$ cat config.mk
export PLATFORM = sky130hd
export DESIGN_NAME = tdm_mux4_tx_flat
export DESIGN_NICKNAME = d
export VERILOG_FILES = /design/src/rtl/tdm_mux4_tx_if.sv /design/src/rtl/tdm_mux4_tx.sv /design/src/flat_wrapper.sv
export SDC_FILE = /design/constraint.sdc
export NUM_CORES = 1
export LEC_CHECK = 0
export BUFFER_PORTS_ARGS = -buffer_cell sky130_fd_sc_hd__buf_2
export CAP_MARGIN = 25
export CORE_AREA = 2 2 39 41
export DETAILED_ROUTE_END_ITERATION = 8
export DIE_AREA = 0 0 41 43
export MAX_ROUTING_LAYER = met4
export PLACE_DENSITY_LB_ADDON = 0.08
export SYNTH_ARGS = -nofsm -noshare
export SYNTH_HDL_FRONTEND = slang
export SYNTH_SLANG_ARGS = --single-unit
$ cat constraint.sdc
create_clock -name clk -period 1.6 [get_ports clk]
set_input_delay 0.16 -clock clk [delete_from_list [all_inputs] [get_ports clk]]
set_output_delay 0.16 -clock clk [all_outputs]
set_load 0.02 [all_outputs]
$ cat src/rtl/tdm_mux4_tx_if.sv
// tdm_mux4_tx_if -- bus between a data source and the 4-channel TDM transmitter.
//   en         : transmit enable (source -> tx)
//   d[3:0]     : channel data, d[i] = channel i (source -> tx)
//   q          : serial TDM line (tx -> sink)
//   s[1:0]     : current slot index, demux select (tx -> sink)
//   frame      : high for every cycle of slot 0 while sending (tx -> sink)
//   busy       : high while loading or sending (tx -> sink)
//   frame_done : one-cycle pulse on the last cycle of slot 3 (tx -> sink)
interface tdm_mux4_tx_if;
  logic       en;
  logic [3:0] d;
  logic       q;
  logic [1:0] s;
  logic       frame;
  logic       busy;
  logic       frame_done;

  modport master (output en, d, input q, s, frame, busy, frame_done);
  modport slave  (input en, d, output q, s, frame, busy, frame_done);
endinterface

$ cat src/rtl/tdm_mux4_tx.sv
// tdm_mux4_tx -- time-division multiplexer for four 1-bit channels.
// Each frame is four slots of SLOT_CYCLES clocks. The four data bits are captured
// into a shadow register at frame start and are then sent one slot at a time.
//   clk : sole clock, rising edge
//   rst : synchronous active-high reset
//   bus : tdm_mux4_tx_if.slave (en, d in; q, s, frame, busy, frame_done out)
module tdm_mux4_tx #(
  parameter int unsigned SLOT_CYCLES = 4
) (
  input  logic          clk,
  input  logic          rst,
  tdm_mux4_tx_if.slave  bus
);

  localparam int unsigned PW = (SLOT_CYCLES > 1) ? $clog2(SLOT_CYCLES) : 1;
  localparam logic [PW-1:0] PRE_TC = PW'(SLOT_CYCLES - 1);

  typedef enum logic [1:0] {
    IDLE = 2'd0,
    LOAD = 2'd1,
    SEND = 2'd2
  } state_t;

  state_t        state_q;
  logic [3:0]    shadow_q;
  logic [1:0]    slot_q;
  logic [PW-1:0] pre_q;

  logic pre_tc;
  assign pre_tc = (pre_q == PRE_TC);

  always_ff @(posedge clk) begin
    if (rst) begin
      state_q  <= IDLE;
      shadow_q <= '0;
      slot_q   <= '0;
      pre_q    <= '0;
    end else begin
      case (state_q)
        IDLE: begin
          if (bus.en) state_q <= LOAD;
        end
        LOAD: begin
          shadow_q <= bus.d;
          slot_q   <= '0;
          pre_q    <= '0;
          state_q  <= SEND;
        end
        SEND: begin
          if (pre_tc) begin
            pre_q  <= '0;
            // slot wraps 3 -> 0 on its own, which covers both frame-end cases
            slot_q <= slot_q + 2'd1;
            if (slot_q == 2'd3) begin
              if (bus.en) shadow_q <= bus.d;
              else        state_q  <= IDLE;
            end
          end else begin
            pre_q <= pre_q + PW'(1);
          end
        end
        default: state_q <= IDLE;
      endcase
    end
  end

  // Outputs depend only on registered state; d and en never reach them directly.
  always_comb begin
    bus.q          = 1'b0;
    bus.s          = '0;
    bus.frame      = 1'b0;
    bus.busy       = 1'b0;
    bus.frame_done = 1'b0;
    case (state_q)
      LOAD: bus.busy = 1'b1;
      SEND: begin
        bus.q          = shadow_q[slot_q];
        bus.s          = slot_q;
        bus.frame      = (slot_q == 2'd0);
        bus.busy       = 1'b1;
        bus.frame_done = pre_tc && (slot_q == 2'd3);
      end
      default: ;
    endcase
  end

endmodule
$ cat src/flat_wrapper.sv
// flat-port wrapper written by rule: the top's interface ports become plain ports
module tdm_mux4_tx_flat 
#(
  parameter int unsigned SLOT_CYCLES = 4
)
  (clk, rst, bus_en, bus_d, bus_q, bus_s, bus_frame, bus_busy, bus_frame_done);
  tdm_mux4_tx_if bus_i ();
  input  logic clk;
  input  logic rst;
  input wire logic [$bits(bus_i.en)-1:0] bus_en;
  input wire logic [$bits(bus_i.d)-1:0] bus_d;
  output wire logic [$bits(bus_i.q)-1:0] bus_q;
  output wire logic [$bits(bus_i.s)-1:0] bus_s;
  output wire logic [$bits(bus_i.frame)-1:0] bus_frame;
  output wire logic [$bits(bus_i.busy)-1:0] bus_busy;
  output wire logic [$bits(bus_i.frame_done)-1:0] bus_frame_done;
  assign bus_i.en = bus_en;
  assign bus_i.d = bus_d;
  assign bus_q = bus_i.q;
  assign bus_s = bus_i.s;
  assign bus_frame = bus_i.frame;
  assign bus_busy = bus_i.busy;
  assign bus_frame_done = bus_i.frame_done;
  tdm_mux4_tx #(.SLOT_CYCLES(SLOT_CYCLES)) u_core (.clk(clk), .rst(rst), .bus(bus_i));
endmodule
==> impl_metrics.toml, run 1 <==
[status]
outcome = "complete, no violations"

[route]
vias_per_cell = 4.84
ant_nets = 0
wirelength_mm = 1.16
post-route-drc-count = 0
drtIter0Drc = 1
vias = 469
avgRoutedWirePerCell_microns = 11.9
dr.pass1.iters = 2

[synth]
syn_inst = 64
yosysUniqueCellTypes = 19
synth_compound_area_share_pct = 5.30
ys_warn_count = 0
synth_fp_nets = 78
synth_xor_area_share_pct = 0
yosys.area_share.simple_pct = 26.5
synth_area_sq_um = 614
ys_ff_latch = 10
yosysSeqAreaShare_pct = 32.6
synthMuxAreaShare_pct = 18.3
synthAdderAreaFrac_pct = 14.3
synth_top_family_by_area = "simple AND/OR/NAND/NOR gates"
synth.avg_cell_area_sq_um = 9.60

[floorplan]
num_io_pins = 13
core_area_sq_um = 1380
dieArea_sq_um = 1760
rows = 14
die_y_microns = 43
die_w_microns = 41
start_util_pct = 44.4

[clock_tree]
insertion_delay_ps = 270
path_clk_slew_ps = 70
cts-root-buf = "clkbuf_4"
cts_tree = "built"
h-tree-depth = 1
clock_sinks = 10
cts.path.max_buffers = 2
cts_made_buffers = 3

[sta]
post-route-min-period_ps = 1580
report.final.slew_viol_count = 0
finalClockSkew_ps = 6.59
period_share_pct = 99.0
fmax_ghz = 0.631
rsz0062_at_grt = "yes"
max_slew_margin_pct = 79.1
setup_violations = 0
holdWs_ps = 146
hold_violations = 0
setup_tns_ps = 0
tightest_slew_ps = 305

[flow_run]
maxCapViolCount = 0

[finish]
num-fill-cells = 135
fin_util_pct = 54.5
syn_to_final_growth_pct = 22.8
final_nets = 96
antenna_cells = 0
stdcell_count = 97
layout_common_cells = "nand2b_1 (13), buf_2 (12), mux2i_1 (9), dfxtp_1 (9), ha_1 (5)"
drive_gt1_share_pct = 29.6
final_cell_area_sq_um = 754
mostFrequentLayoutCell = "nand2b_1"

[global_routing]
grt_overflow = 0
grt_usage_pct = 16.5
grt_pass1_wl_mm = 1.94
first_global_vias = 463
antenna_found_initial = 0
grt_max_degree = 17

[power_and_ir_drop]
ir_drop_mv = 0.730
p_leak_nw = 0.331
power_density_nw_per_um2 = 1320

[critical_path]
startpoint_type = "flop"
max_stage_delay_ps = 480
critical_path_buf_inv_count = 1
critPathTopFamily = "multiplexers"
cpMaxStageDelayCell = "mux4_2"
crit_type = "flop to primary output"
crit_path_end_kind = "primary output"
path_cells = "mux4_2, and2_1, buf_2"
cp.required_ps = 1440
arrival_ps = 1420
crit_fanout = 2

[place]
gp_congestion = 0.676
place_area_sq_um = 698
numPortBuffers = 12
dp_hpwl_microns = 855
dpl.cell_count = 92

[hold_path]
timing.hold.worst.class = "input port to flop"
worst reg2reg max path, stage by stage, from the launching register on:
cell	delay, ps
dfxtp_1	360
inv_1	90
ha_2	240
mux2i_1	180
or3b_1	380
a21oi_1	120
power breakdown:
| group | total (mW) | internal [mW] | switching (mW) |
|---|---|---|---|
| clock | 0.233 | 0.138 | 0.0944 |
| sequential | 0.342 | 0.304 | 0.0377 |
| combinational | 0.419 | 0.198 | 0.222 |
| total | 0.994 | 0.640 | 0.354 |
path summary, 6_finish.rpt:
kind	from	end	slack, ps	cells past startpoint
min	bus_d[2]	u_core.shadow_q[2]$_SDFFE_PP0P_	150	3
min reg2reg	u_core.shadow_q[1]$_SDFFE_PP0P_	u_core.shadow_q[1]$_SDFFE_PP0P_	470	2
max reg2reg	u_core.state_q[0]$_SDFFE_PP0P_	u_core.slot_q[0]$_SDFFE_PP0P_	160	5
max	u_core.slot_q[1]$_SDFFE_PP0P_	bus_q	20	3
layout make-up:
class / instances / area (sq um) / share of cell area, %
Tap cell: 16 / 20.0 / 2.65
Sequential cell: 10 / 201 / 26.7
Multi-Input combinational cell: 49 / 407 / 53.9
Timing Repair Buffer: 14 / 75.1 / 9.95
Clock buffer: 4 / 36.3 / 4.81
Inverter: 4 / 15.0 / 1.99
stage by stage:
step | worst slack, ps | power (mW)
global placement | 131 | 0.749
detailed placement | 56.1 | 0.755
CTS | 14.4 | 0.991
finish | 15.9 | 0.994
global route | -10.4 | 1.07
floorplan | 241 | 0.662
cells by family after synthesis:
kind of cell / Yosys count
compound gates: 5
simple gates: 27
mux: 10
fa+ha+maj: 7
buf+inv: 5
flops: 10
synth_stat cells:
cell type  number  area [sq um]
and2_1          4          25.0
nor2b_1         1          6.26
a21oi_1         3          15.0
nor2_1          1          3.75
clkbuf_1        1          3.75
or3b_1          1          8.76
dfxtp_1        10           200
nand2_1         3          11.3
ha_1            7          87.6
nand2b_1       13          81.3
nor3b_1         1          7.51
and3_1          1          6.26
nand3b_1        1          7.51
inv_1           4          15.0
mux2i_1         9          90.1
mux4_2          1          22.5
a21oi_2         1          8.76
nand3_1         1          5.00
a221oi_1        1          8.76
timing repair:
action,CTS,global route
pin swaps,0,0
resized for setup,1,3
hold buffers,0,0
setup endpoints to repair,1,7
setup buffers,1,0
gates cloned,0,0
per-layer routing:
layer	wire length, microns	global-route usage, %	vias up
li1	-	-	252
met1	549	21.6	205
met2	553	22.8	12
met3	57	6.28	0
met4	0	6.00	0
met5	0	-	-
registers in the layout (all words and copies together), names as in the netlist:
name	flops
u_core.pre_q	2
u_core.shadow_q	4
u_core.slot_q	2
u_core.state_q	2
Note: power is estimated with default switching activity, not from simulation.
==> inputs of run 2 (changes only) <==
--- a/config.mk
+++ b/config.mk
@@ -7,9 +7,8 @@
 export LEC_CHECK = 0
 export BUFFER_PORTS_ARGS = -buffer_cell sky130_fd_sc_hd__buf_2
 export CAP_MARGIN = 25
-export CORE_AREA = 2 2 39 41
+export CORE_UTILIZATION = 35
 export DETAILED_ROUTE_END_ITERATION = 8
-export DIE_AREA = 0 0 41 43
 export MAX_ROUTING_LAYER = met4
 export PLACE_DENSITY_LB_ADDON = 0.08
 export SYNTH_ARGS = -nofsm -noshare
==> run 2 against run 1 <==
Count of clock-buffer cells in the layout unchanged. Critical path depth unchanged. The flow now finishes with violations (DRC). Die area increased by 9.3%. Highest routed layer is now met4. Largest cell class unchanged. Hold slack improved by 3.5 ps. Combinational power increased by 6.7%. Via count increased by 1.3%.
==> impl_metrics.toml, run 2 (synthesis results as in run 1) <==
[route]
wirelength_mm = 1.11
post-route-drc-count = 1
dr.pass1.iters = 5
vias = 475
ant_nets = 0
avgRoutedWirePerCell_microns = 11.3
vias_per_cell = 4.85
drtIter0Drc = 6

[place]
numPortBuffers = 12
dpl.cell_count = 93
dp_hpwl_microns = 824
gp_congestion = 0.788
place_area_sq_um = 706

[sta]
setup_tns_ps = 0
hold_violations = 0
fmax_ghz = 0.651
period_share_pct = 95.9
max_slew_margin_pct = 81.0
post-route-min-period_ps = 1540
rsz0062_at_grt = "no"
report.final.slew_viol_count = 0
finalClockSkew_ps = 3.69
setup_violations = 0
tightest_slew_ps = 277

[clock_tree]
h-tree-depth = 1
path_clk_slew_ps = 70
insertion_delay_ps = 260
cts_made_buffers = 3
cts_tree = "built"
cts.path.max_buffers = 2
clock_sinks = 10
cts-root-buf = "clkbuf_4"
cts_hold_buffers = 0

[critical_path]
crit_path_end_kind = "primary output"
cp.required_ps = 1440
reg2reg_depth = 6
arrival_ps = 1380
crit_type = "flop to primary output"
startpoint_type = "flop"
worstReg2RegStart = "u_core.state_q[1]$_SDFFE_PP0P_"
worst_r2r_endpoint = "u_core.state_q[0]$_SDFFE_PP0P_"
crit_fanout = 2
reg2reg_slack_ps = 170

[floorplan]
rows = 14
die_y_microns = 43.9
num_io_pins = 13
dieArea_sq_um = 1930
core_area_sq_um = 1580
die_w_microns = 43.9
start_util_pct = 39.0

[global_routing]
grt_max_degree = 17
first_global_vias = 447
grt_overflow = 0
grt_pass1_wl_mm = 2.01
grt_usage_pct = 15.2
antenna_found_initial = 0

[hold_path]
hp-start = "bus_d[2]"
min_to = "u_core.shadow_q[2]$_SDFFE_PP0P_"
min_path_cells = 3
timing.hold.worst.class = "input port to flop"

[finish]
final_cell_area_sq_um = 774
stdcell_count = 98
num-fill-cells = 161
largest_reg_flops = 4
final_nets = 97
drive_gt1_share_pct = 30.5
syn_to_final_growth_pct = 26.1
layout_common_cells = "nand2b_1 (13), buf_2 (11), mux2i_1 (9), dfxtp_1 (9), ha_1 (5)"
antenna_cells = 0
largest-register = "u_core.shadow_q"
mostFrequentLayoutCell = "nand2b_1"

[power_and_ir_drop]
power_density_nw_per_um2 = 1310
p_leak_nw = 0.337
ir_drop_mv = 0.715

[flow_run]
maxCapViolCount = 0

[status]
violations = "DRC"
outcome = "finished, violations left"
run 2: cell types whose count changed in the layout (fill, tap and decap cells not counted), sizes merged:
cell	previous run	this run
buf	14	15
run 2: final cells by class:
type,count,area [sq um],area share (%)
Tap cell,16,20.0,2.58
Inverter,4,15.0,1.94
Multi-Input combinational cell,49,410,53.0
Sequential cell,10,204,26.3
Timing Repair Buffer,15,88.8,11.5
Clock buffer,4,36.3,4.68
run 2: how the worst max path moves through the flow:
stage / start / end / cells past startpoint
global placement: u_core.state_q[0]$_SDFFE_PP0P_ / u_core.shadow_q[1]$_SDFFE_PP0P_ / 5
floorplan: u_core.state_q[0]$_SDFFE_PP0P_ / u_core.state_q[0]$_SDFFE_PP0P_ / 4
CTS: u_core.slot_q[1]$_SDFFE_PP0P_ / bus_q / 3
detailed placement: u_core.state_q[0]$_SDFFE_PP0P_ / u_core.shadow_q[0]$_SDFFE_PP0P_ / 5
global route: u_core.state_q[0]$_SDFFE_PP0P_ / bus_frame_done / 4
finish: u_core.slot_q[1]$_SDFFE_PP0P_ / bus_q / 3
run 2: metal layers:
| layer | routed length (microns) | GRT usage [%] | vias to the layer above |
|---|---|---|---|
| li1 | - | - | 254 |
| met4 | 14 | 5.45 | 0 |
| met1 | 579 | 20.5 | 208 |
| met3 | 60 | 6.25 | 2 |
| met2 | 455 | 20.0 | 11 |
| met5 | 0 | - | - |
run 2: repair_timing:
item | in CTS | in global routing
resized for setup | 2 | 6
gates cloned | 0 | 0
setup endpoints to repair | 1 | 8
pin swaps | 0 | 1
buffers inserted | 1 | 0
run 2: metrics by stage:
step           util [%]  setup WS (ps)  power [mW]  hold WS [ps]
5_1_grt            49.1           1.62        1.10           146
3_5_place_dp       44.8            122       0.773           429
2_1_floorplan         -            241       0.662           315
4_1_cts            47.8           8.26        1.01           144
3_3_place_gp       44.8            126       0.771           423
6_report           49.1           64.9        1.01           150
run 2: critical path, stage by stage, from the launching register on:
cell and delay, ps:
dfxtp_4 360, mux4_2 480, and2_4 150, buf_6 120
run 2: power by group:
| group | internal, mW | switching (mW) | total [mW] |
|---|---|---|---|
| logic | 0.219 | 0.228 | 0.447 |
| clock network | 0.138 | 0.0905 | 0.229 |
| registers | 0.303 | 0.0357 | 0.338 |
| total | 0.659 | 0.354 | 1.01 |
==> inputs of run 3 (changes only) <==
--- a/config.mk
+++ b/config.mk
@@ -7,7 +7,7 @@
 export LEC_CHECK = 0
 export BUFFER_PORTS_ARGS = -buffer_cell sky130_fd_sc_hd__buf_2
 export CAP_MARGIN = 25
-export CORE_UTILIZATION = 35
+export CORE_UTILIZATION = 30
 export DETAILED_ROUTE_END_ITERATION = 8
 export MAX_ROUTING_LAYER = met4
 export PLACE_DENSITY_LB_ADDON = 0.08
==> constraint.sdc (replaced) <==
create_clock -name clk -period 1.9 [get_ports clk]
set_input_delay 0.19 -clock clk [delete_from_list [all_inputs] [get_ports clk]]
set_output_delay 0.19 -clock clk [all_outputs]
set_load 0.02 [all_outputs]
==> run 3 against run 2 <==
Critical path type unchanged. Sequential share of layout area increased by 1.2 points. The run now ends clean. Non-clock buffer count decreased by 3. Sequential cell count unchanged. Die area increased by 16%. First-iteration DRC count unchanged. Critical path depth unchanged. Sequential power decreased by 15%.
==> impl_metrics.toml, run 3 (synthesis results as in run 1) <==
[finish]
largest-register = "u_core.shadow_q"
largest_reg_flops = 4
mostFrequentLayoutCell = "nand2b_1"
drive_gt1_share_pct = 21.8
final_cell_area_sq_um = 727
layout_common_cells = "nand2b_1 (13), buf_2 (12), dfxtp_1 (10)"
antenna_cells = 0
syn_to_final_growth_pct = 18.3
num-fill-cells = 222
final_nets = 94

[clock_tree]
post_cts_resized = 0
cts_tree = "built"
cts.path.max_buffers = 2
path_clk_slew_ps = 60
insertion_delay_ps = 260
post-cts-setup-buffer-count = 0
h-tree-depth = 1
clock_sinks = 10
cts_made_buffers = 3
cts_hold_buffers = 0
cts-root-buf = "clkbuf_4"

[power_and_ir_drop]
power_uw = 769
pwr-share-seq_pct = 37.5
ir_drop_mv = 0.408
p_leak_nw = 0.313
comb_power_share_pct = 43.8
power_switching_uw = 281
clkPwrFrac_pct = 18.7
power_density_nw_per_um2 = 1060
intPower_uw = 488
swShare_pct = 36.5

[sta]
finalClockSkew_ps = 3.00
setup_tns_ps = 0
report.final.slew_viol_count = 0
fmax_ghz = 0.591
max_slew_margin_pct = 68.6
holdWs_ps = 184
post-route-min-period_ps = 1690
tightest_slew_ps = 471
rsz0062_at_grt = "no"
setup_violations = 0
period_share_pct = 89.1
hold_violations = 0

[route]
avgRoutedWirePerCell_microns = 10.4
vias_per_cell = 4.44
vias = 466
ant_nets = 0
drtIter0Drc = 6
dr.pass1.iters = 3
post-route-drc-count = 0
wirelength_mm = 1.09

[critical_path]
crit_path_end_kind = "primary output"
max_stage_delay_ps = 510
startpoint_type = "flop"
cp.required_ps = 1710
crit_type = "flop to primary output"
crit_fanout = 5
critPathTopFamily = "multiplexers"
cpMaxStageDelayCell = "mux4_2"
crit_start = "u_core.slot_q[1]$_SDFFE_PP0P_"
arrival_ps = 1500
path_cells = "mux4_2, and2_1, buf_2"
critical_path_buf_inv_count = 1
worstReg2RegStart = "u_core.state_q[0]$_SDFFE_PP0P_"

[floorplan]
core_area_sq_um = 1940
num_io_pins = 13
start_util_pct = 31.6
rows = 16
die_w_microns = 47.3
die_y_microns = 47.3
dieArea_sq_um = 2230

[status]
outcome = "complete, no violations"

[hold_path]
hp-start = "bus_d[3]"
timing.hold.worst.class = "input port to flop"

[place]
gp_congestion = 0.663
place_area_sq_um = 704
numPortBuffers = 12
dp_hpwl_microns = 830

[global_routing]
antenna_found_initial = 0
grt_pass1_wl_mm = 1.72
first_global_vias = 415
grt_max_degree = 17
grt_overflow = 0
grt_usage_pct = 11.9

[flow_run]
maxCapViolCount = 0
[run 3: cell count changes in the layout (fill, tap and decap cells not counted)]
cell,delta
a21oi_2,+1
buf_4,-3
ha_2,-2
dfxtp_1,+1
buf_2,+1
dfxtp_4,-1
a21oi_4,-1
buf_6,-1
ha_1,+2
clkbuf_8,-1
and2_1,+1
and2_4,-1
[run 3: worst paths after layout]
kind	slack [ps]	to	cells past startpoint
worst max-delay path	210	bus_q	3
worst min-delay path	180	u_core.shadow_q[3]$_SDFFE_PP0P_	3
worst max register to register	360	u_core.state_q[0]$_SDFFE_PP0P_	4
worst min register to register	470	u_core.shadow_q[2]$_SDFFE_PP0P_	2
[run 3: stage by stage]
step           instances  setup WS, ps  utilization (%)
2_1_floorplan         64           541                -
3_3_place_gp         102           404             36.3
3_5_place_dp         102           362             36.3
4_1_cts              105           176             37.4
5_1_grt              105           140             37.4
6_report             105           208             37.4
[run 3: area by class of cell]
cell class | count | area, sq um | area share, %
clock buffers | 3 | 22.5 | 3.10
inverters | 4 | 15.0 | 2.07
multi-input cells | 49 | 395 | 54.4
flip-flops and latches | 10 | 200 | 27.5
well taps | 27 | 33.8 | 4.65
repair buffers | 12 | 60.1 | 8.26
[run 3: power groups by stage]
| stage | Combinational [mW] | Sequential, mW | Clock, mW |
|---|---|---|---|
| floorplan | 0.274 | 0.283 | 0 |
| global placement | 0.340 | 0.293 | 0 |
| detailed placement | 0.340 | 0.293 | 0 |
| CTS | 0.341 | 0.288 | 0.153 |
| global route | 0.368 | 0.297 | 0.164 |
| finish | 0.337 | 0.288 | 0.144 |
[run 3: tightest hold or removal path: stages]
cell and delay (ps):
buf_2 100, nand2b_1 50, mux2i_1 60
[run 3: per-layer routing]
| metal | track usage (%) | up-vias | share of wire, % |
|---|---|---|---|
| li1 | - | 244 | - |
| met1 | 14.6 | 209 | 51 |
| met2 | 16.2 | 11 | 43 |
| met3 | 5.77 | 2 | 4.3 |
| met4 | 5.14 | 0 | 1.4 |
| met5 | - | - | 0 |
